**config.mk**
```make
export PLATFORM = sky130hd
export DESIGN_NAME = common_bus_copier
export DESIGN_NICKNAME = d
export VERILOG_FILES = /design/src/rtl/common_bus_copier.sv
export SDC_FILE = /design/constraint.sdc
export NUM_CORES = 1
export LEC_CHECK = 0
export BUFFER_PORTS_ARGS = -buffer_cell sky130_fd_sc_hd__clkbuf_2
export CORE_ASPECT_RATIO = 0.75
export CORE_MARGIN = 8
export CORE_UTILIZATION = 47
export DETAILED_ROUTE_END_ITERATION = 10
export GPL_TIMING_DRIVEN = 0
export PLACE_DENSITY = 0.9
export SLEW_MARGIN = 20
export SYNTH_ARGS = -nofsm -noshare
export SYNTH_HDL_FRONTEND = slang
export SYNTH_SLANG_ARGS = --single-unit
```
**constraint.sdc**
```tcl
create_clock -name clock -period 1.4 [get_ports clock]
set_input_delay 0.07 -clock clock [delete_from_list [all_inputs] [get_ports clock]]
set_output_delay 0.07 -clock clock [all_outputs]
set_load 0.03 [all_outputs]
```
**src/rtl/common_bus_copier.sv**
```systemverilog
// Word-by-word block copier between two valid/ready bus initiators.
// Optional stall abort: define COMMON_BUS_COPIER_TIMEOUT_EN (limit = TIMEOUT).
module common_bus_copier #(
    parameter int TIMEOUT = 16
) (
    input  logic        clock,
    input  logic        reset,
    input  logic        start,
    input  logic [4:0]  src_address,
    input  logic [4:0]  dst_address,
    input  logic [5:0]  length,
    output logic        busy,
    output logic        done,
    output logic        error,
    output logic [5:0]  words_done,
    output logic        bus_read_vaild,
    input  logic        bus_read_ready,
    output logic [4:0]  bus_read_address,
    input  logic [31:0] bus_read_data,
    output logic        bus_write_vaild,
    input  logic        bus_write_ready,
    output logic [4:0]  bus_write_address,
    output logic [31:0] bus_write_data
);

    typedef enum logic [1:0] {
        IDLE,
        READ,
        WRITE,
        DONE
    } state_t;

    if (TIMEOUT < 1) begin : g_bad_timeout
        $error("TIMEOUT must be at least 1");
    end

    state_t      state;
    logic [4:0]  src_ptr;
    logic [4:0]  dst_ptr;
    logic [5:0]  len;
    logic [5:0]  count;
    logic [31:0] hold;

`ifdef COMMON_BUS_COPIER_TIMEOUT_EN
    localparam int TW = $clog2(TIMEOUT + 1);
    logic [TW-1:0] stall;
    logic          err;
    assign error = err;
`else
    assign error = 1'b0;
`endif

    always_ff @(posedge clock) begin
        if (reset) begin
            state   <= IDLE;
            src_ptr <= '0;
            dst_ptr <= '0;
            len     <= '0;
            count   <= '0;
            hold    <= '0;
`ifdef COMMON_BUS_COPIER_TIMEOUT_EN
            stall   <= '0;
            err     <= 1'b0;
`endif
        end else begin
            unique case (state)
                IDLE: begin
                    if (start) begin
                        src_ptr <= src_address;
                        dst_ptr <= dst_address;
                        len     <= length;
                        count   <= '0;
`ifdef COMMON_BUS_COPIER_TIMEOUT_EN
                        stall   <= '0;
                        err     <= 1'b0;
`endif
                        state   <= (length == 6'd0) ? DONE : READ;
                    end
                end
                READ: begin
                    if (bus_read_ready) begin
                        hold  <= bus_read_data;
                        state <= WRITE;
`ifdef COMMON_BUS_COPIER_TIMEOUT_EN
                        stall <= '0;
                    end else if (stall == TW'(TIMEOUT - 1)) begin
                        stall <= '0;
                        err   <= 1'b1;
                        state <= DONE;
                    end else begin
                        stall <= stall + 1'b1;
`endif
                    end
                end
                WRITE: begin
                    if (bus_write_ready) begin
                        src_ptr <= src_ptr + 5'd1;
                        dst_ptr <= dst_ptr + 5'd1;
                        count   <= count + 6'd1;
                        state   <= (count + 6'd1 == len) ? DONE : READ;
`ifdef COMMON_BUS_COPIER_TIMEOUT_EN
                        stall   <= '0;
                    end else if (stall == TW'(TIMEOUT - 1)) begin
                        stall <= '0;
                        err   <= 1'b1;
                        state <= DONE;
                    end else begin
                        stall <= stall + 1'b1;
`endif
                    end
                end
                DONE: begin
                    state <= IDLE;
                end
            endcase
        end
    end

    // Every output is a pure decode of registered state.
    assign busy              = (state != IDLE);
    assign done              = (state == DONE);
    assign words_done        = count;
    assign bus_read_vaild    = (state == READ);
    assign bus_read_address  = src_ptr;
    assign bus_write_vaild   = (state == WRITE);
    assign bus_write_address = dst_ptr;
    assign bus_write_data    = hold;

endmodule

```
# --- After elaboration in Yosys (flattened, before gate mapping) ---
# Index checks and enable logic that the tools add are counted.
totals:
  register_bits: 56
  inputBits: 53
  output_inout_bits: 53
  elab_cells: 39
classes:
  add_sub_neg: 3
  eq_ne: 7
  n_mux: 15
  n_reduce_logical: 8
ops:
  columns: ["cell", "n"]
  rows:
  - ["5-bit 2-to-1 mux", 4]
  - ["5-bit one-hot mux with 2 select lines", 2]
  - ["6-bit 2-to-1 mux", 2]
  - ["6-bit one-hot mux with 2 select lines", 1]
  - ["5-bit by 1-bit adder with 5-bit output (second input constant)", 2]
  - ["2-bit 2-to-1 mux", 5]
  - ["2-bit one-hot mux with 4 select lines", 1]
  - ["6-bit by 1-bit adder with 6-bit output (second input constant)", 1]
  - ["6-bit == test", 1]
  - ["6-bit zero test", 1]
  - ["3-bit AND reduction", 2]
  - ["2-bit == test (second input constant)", 2]
  - ["2-bit by 1-bit != test with 1-bit output (second input constant)", 2]
  - ["2-bit AND reduction", 2]
  - ["2-bit nonzero test", 2]
  - ["2-bit by 1-bit == test with 1-bit output (second input constant)", 1]
  - ["2-bit zero test", 1]
  - ["2-bit != test (second input constant)", 1]

# --- Depth between registers and ports, before layout ---
logic_depth:
  ltp_word: 5
  mapped_depth: 8
  mapped_depth_nobuf: 5

# --- Least setup slack after synthesis ---
# OpenSTA, ideal clock, no wires.
synth_path:
  path_type: "flip-flop to flip-flop"
  startpoint: "reg state[1]"
  endpoint: "reg hold[0] (netlist: bus_write_data[0])"
  setup_ns: 0.132
  arrival_time_ns: 1.502
  required_time_ns: 1.268
  path_slack_ns: -0.235
  stages_incl_launch_ff: 7
  n_path_buf: 2
  period_less_slack_ns: 1.635
  cell_sequence: "dfxtp_1 > buf_2 > nor2b_1 > nand2_1 > clkbuf_1 > nand2_1 > a21oi_1"
synth_via:
  elab_chain_cells: 2
synth_lines:
  columns: ["element", "line", "source"]
  rows:
  - ["from (decl)", "37", "state_t state;"]
  - ["from (signal assigned)", "77", "state <= (length == 6'd0) ? DONE : READ;"]
  - ["from (signal assigned)", "100", "state <= (count + 6'd1 == len) ? DONE : READ;"]
  - ["2-bit by 1-bit == test with 1-bit output", null, null]
  - ["via bus_read_vaild", "16", "output logic bus_read_vaild,"]
  - ["2-bit AND reduction (no line)", null, null]
  - ["to (signal assigned)", "82", "hold <= bus_read_data;"]
  - ["to (decl)", "42", "logic [31:0] hold;"]
# The timed path passes the listed nets, and every way through them passes these cells.
# A chain may end at the register's enable or synchronous reset.

# --- Final worst setup path ---
layout_path:
  startpoint: "reg count[3] (netlist: words_done[3])"
  endpoint: "reg state[1]"
layout_via:
  elab_chain_cells: 5
layout_lines:
  columns: ["element", "line", "source"]
  rows:
  - ["from (decl)", "41", "logic [5:0] count;"]
  - ["from (signal assigned)", "99", "count <= count + 6'd1;"]
  - ["6-bit by 1-bit adder with 6-bit output", "100", null]
  - ["6-bit == test", "100", null]
  - ["2-bit 2-to-1 mux", "100", null]
  - ["2-bit 2-to-1 mux", "96", "if (bus_write_ready) begin"]
  - ["2-bit one-hot mux with 4 select lines", "66", "unique case (state)"]
# Every way passes these cells. The select of a mux whose other input is x is not followed.

==> run metrics <==
Max clock buf depth=2; top_reg_cell synth=dfxtp_1; gpl congestion=0.884; Max Cap Viol=0; synthesized area=0.00249 mm²; largest net degree at the start of global routing=17; Clock transition at path regs=0.10 ns; WP buf/inv=1; Worst Clk Skew=0.00403 ns; Post-synth EDFFs=0; largest cells by area after synthesis=dfxtp_1 (45%), nand2_1 (11%), a21oi_1 (9.6%), mux2i_1 (3.2%), o21ai_1 (2.8%); maximum fanout along the worst path=9; starting DRC count in detailed routing=107; first-pass GRT wire length=13100 µm; syn nets=368; share of the synthesized area in the top cell type=0.450; Hold Crit Class=primary input to flop; initial antenna violation count=0; fraction of layout cells with a size suffix above 1=0.365; final count of pins violating max slew=0; die span in y=79.1 µm; Layout Nets=521; final worst slack=-0.0114 ns; DRC=0; post-synth top area cell=dfxtp_1; H-tree Lvls=2; RSZ-0062 raised after global routing=true; failing checks=negative setup slack; Yosys cell types=42; Final period util=1.01; core area=0.00524 mm²; Startpoint Class=flop; via count=2767; FP Rows=23; area grow syn2layout=53.1%; die area=0.00791 mm²; PD cells=1010 mW/mm²; number of antenna diodes=0; grt ovf=0; Async S/R FF share, synth=0; Detailed Place HPWL=5520 µm; Die W=100 µm; Largest delay share family, worst path=compound AO/OA/AOI/OAI gates; vias per cell=5.11; I/O Pins=106; GRT Overall Usage=0.201; Final Hold Viols=0; actual slew at the worst max-slew pin=0.531 ns; crit-path max cell delay=0.33 ns; design area=0.00381 mm²; Placed Area=0.00313 mm²; CTS Buf Count=5; Final TNS setup=-0.0114 ns; clk sink count=56; Final min period=1.41 ns; number of fill cells in the layout=413; Syn Inst Count=312; FF+latch count, synth=56; Leak=1.66 nW; synth warn=0; Port Buf Inserts=104; Slew HR=0.646; slowest CP cell=dfxtp_2; TritonCTS clock tree=yes; Worst setup EP type=flop; Initial Util=0.476; Setup CP Type=flop to flop; clk_lat worst skew=0.30 ns; worst path cell trace=buf_2 > nor2b_1 > a211oi_1 > o32a_1 > o31ai_2; vias in the first global route=2732; crit path DAT=1.61 ns; VDD IR max=0.708 mV; Syn Area/Cell=7.98 µm²; WP data required=1.60 ns; first-pass iteration count of the detailed router=4; Setup WS pre-CTS=-0.191 ns; Max Fclk=709 MHz; final-report setup violation count=1; final WL=8500 µm; Routed WL per cell=15.7 µm; post-synthesis sequential area ratio=0.450; run status=finished with violations; CTS root buffer=clkbuf_8; Final Core Density=0.728; Final ANT Viol Nets=0
cells in the final DEF, fill, tap and decap left out, types with 2 or more instances in the layout:
master,count
a21oi_1,47
a311oi_1,3
and2_1,10
buf_2,3
buf_4,13
buf_6,5
buf_8,2
clkbuf_1,7
clkbuf_16,2
clkbuf_2,105
clkbuf_8,5
dfxtp_1,49
dfxtp_2,4
dfxtp_4,3
dlygate4sd3_1,32
ha_1,2
mux2_2,2
mux2i_1,7
nand2_1,73
nand2b_1,5
nand3_1,7
nand3b_1,2
nor2_1,17
nor2b_1,3
nor3_1,2
nor3_2,2
o21ai_0,2
o21ai_1,10
o21ai_2,4
or3_1,3
xnor2_1,2
xor2_1,3
where the power goes:
group          internal, mW  total (mW)  leakage [nW]  switching (mW)
combinational         0.492        1.11          1.15           0.619
clock                 0.460       0.969        0.0534           0.508
sequential             1.69        1.79         0.460          0.0990
layer usage:
metal | share of wire | GRT usage | routed length, µm
met1 | 0.38 | 0.232 | 3240
met2 | 0.50 | 0.350 | 4280
met3 | 0.086 | 0.0611 | 732
met4 | 0.028 | 0.0602 | 242
met5 | 0 | 0 | 0
path summary, 6_finish.rpt:
path | depth (start not counted) | slack [ns] | startpoint | endpoint
worst max-delay path | 5 | -0.01 | words_done[3] | state[1]
worst min register to register | 2 | 0.46 | bus_write_data[28] | bus_write_data[28]
worst max register to register | 5 | -0.01 | words_done[3] | state[1]
worst min-delay path | 3 | 0.02 | length[5] | len[5]
flip-flops by register name (all words and copies together), names as in the netlist:
name / flops
len: 6
state: 2
bus_read_address: 5
words_done: 6
bus_write_data: 32
bus_write_address: 5
metrics by stage:
stage	hold WS [ns]	total power, mW	cells
2_1_floorplan	0.206	2.38	312
3_3_place_gp	0.293	2.63	491
3_5_place_dp	0.299	2.66	491
4_1_cts	0.0174	3.75	539
5_1_grt	0.0211	4.05	541
6_report	0.0182	3.87	541
repair_timing:
action,in CTS,in global routing
gates resized for setup,12,42
buffers inserted,7,2
setup endpoints to repair,48,55
endpoints found under the hold margin,32,0
hold buffers,32,0
pin swaps,0,7
gates cloned,1,1
cells in the mapped netlist (all sizes together), types with 2 or more instances:
master	n
ha	3
a21oi	48
nand2	73
xnor2	3
nor2	18
dfxtp	56
o21ai	16
a311oi	4
nor3	4
nand3	8
mux2i	8
mux2	2
o31ai	2
and2	10
or2	2
clkbuf	9
buf	14
nand2b	5
nand3b	2
nor2b	5
or3	3
xor2	3
worst min-delay path: cells and delay by family:
family	cells	cell delay [ns]
buffers and inverters	1	0.08
and+or+nand+nor	1	0.08
muxes	1	0.06
cell families (layout without fill, tap and decap cells):
logic type               after synthesis  after routing  synth area share
buffers and inverters                 24            178            0.0472
AO/OA/AOI/OAI                         76             76             0.170
other                                  1              1           0.00151
AND/OR/NAND/NOR                      136            136             0.254
multiplexers                          10             10            0.0412
adder cells (fa/ha/maj)                3              3            0.0151
flip-flops                            56             56             0.450
XOR/XNOR                               6              6            0.0211
layout make-up:
cell class	instances	area, µm²	area share
clock buffers	7	97.6	0.0256
plain buffers	22	161	0.0423
multi-input cells	232	1360	0.355
well taps	75	93.8	0.0246
clock inverters	1	5.00	0.00131
repair buffers	147	958	0.251
inverters	1	6.26	0.00164
flip-flops and latches	56	1140	0.298
Note: power is estimated with default switching activity, not from simulation.
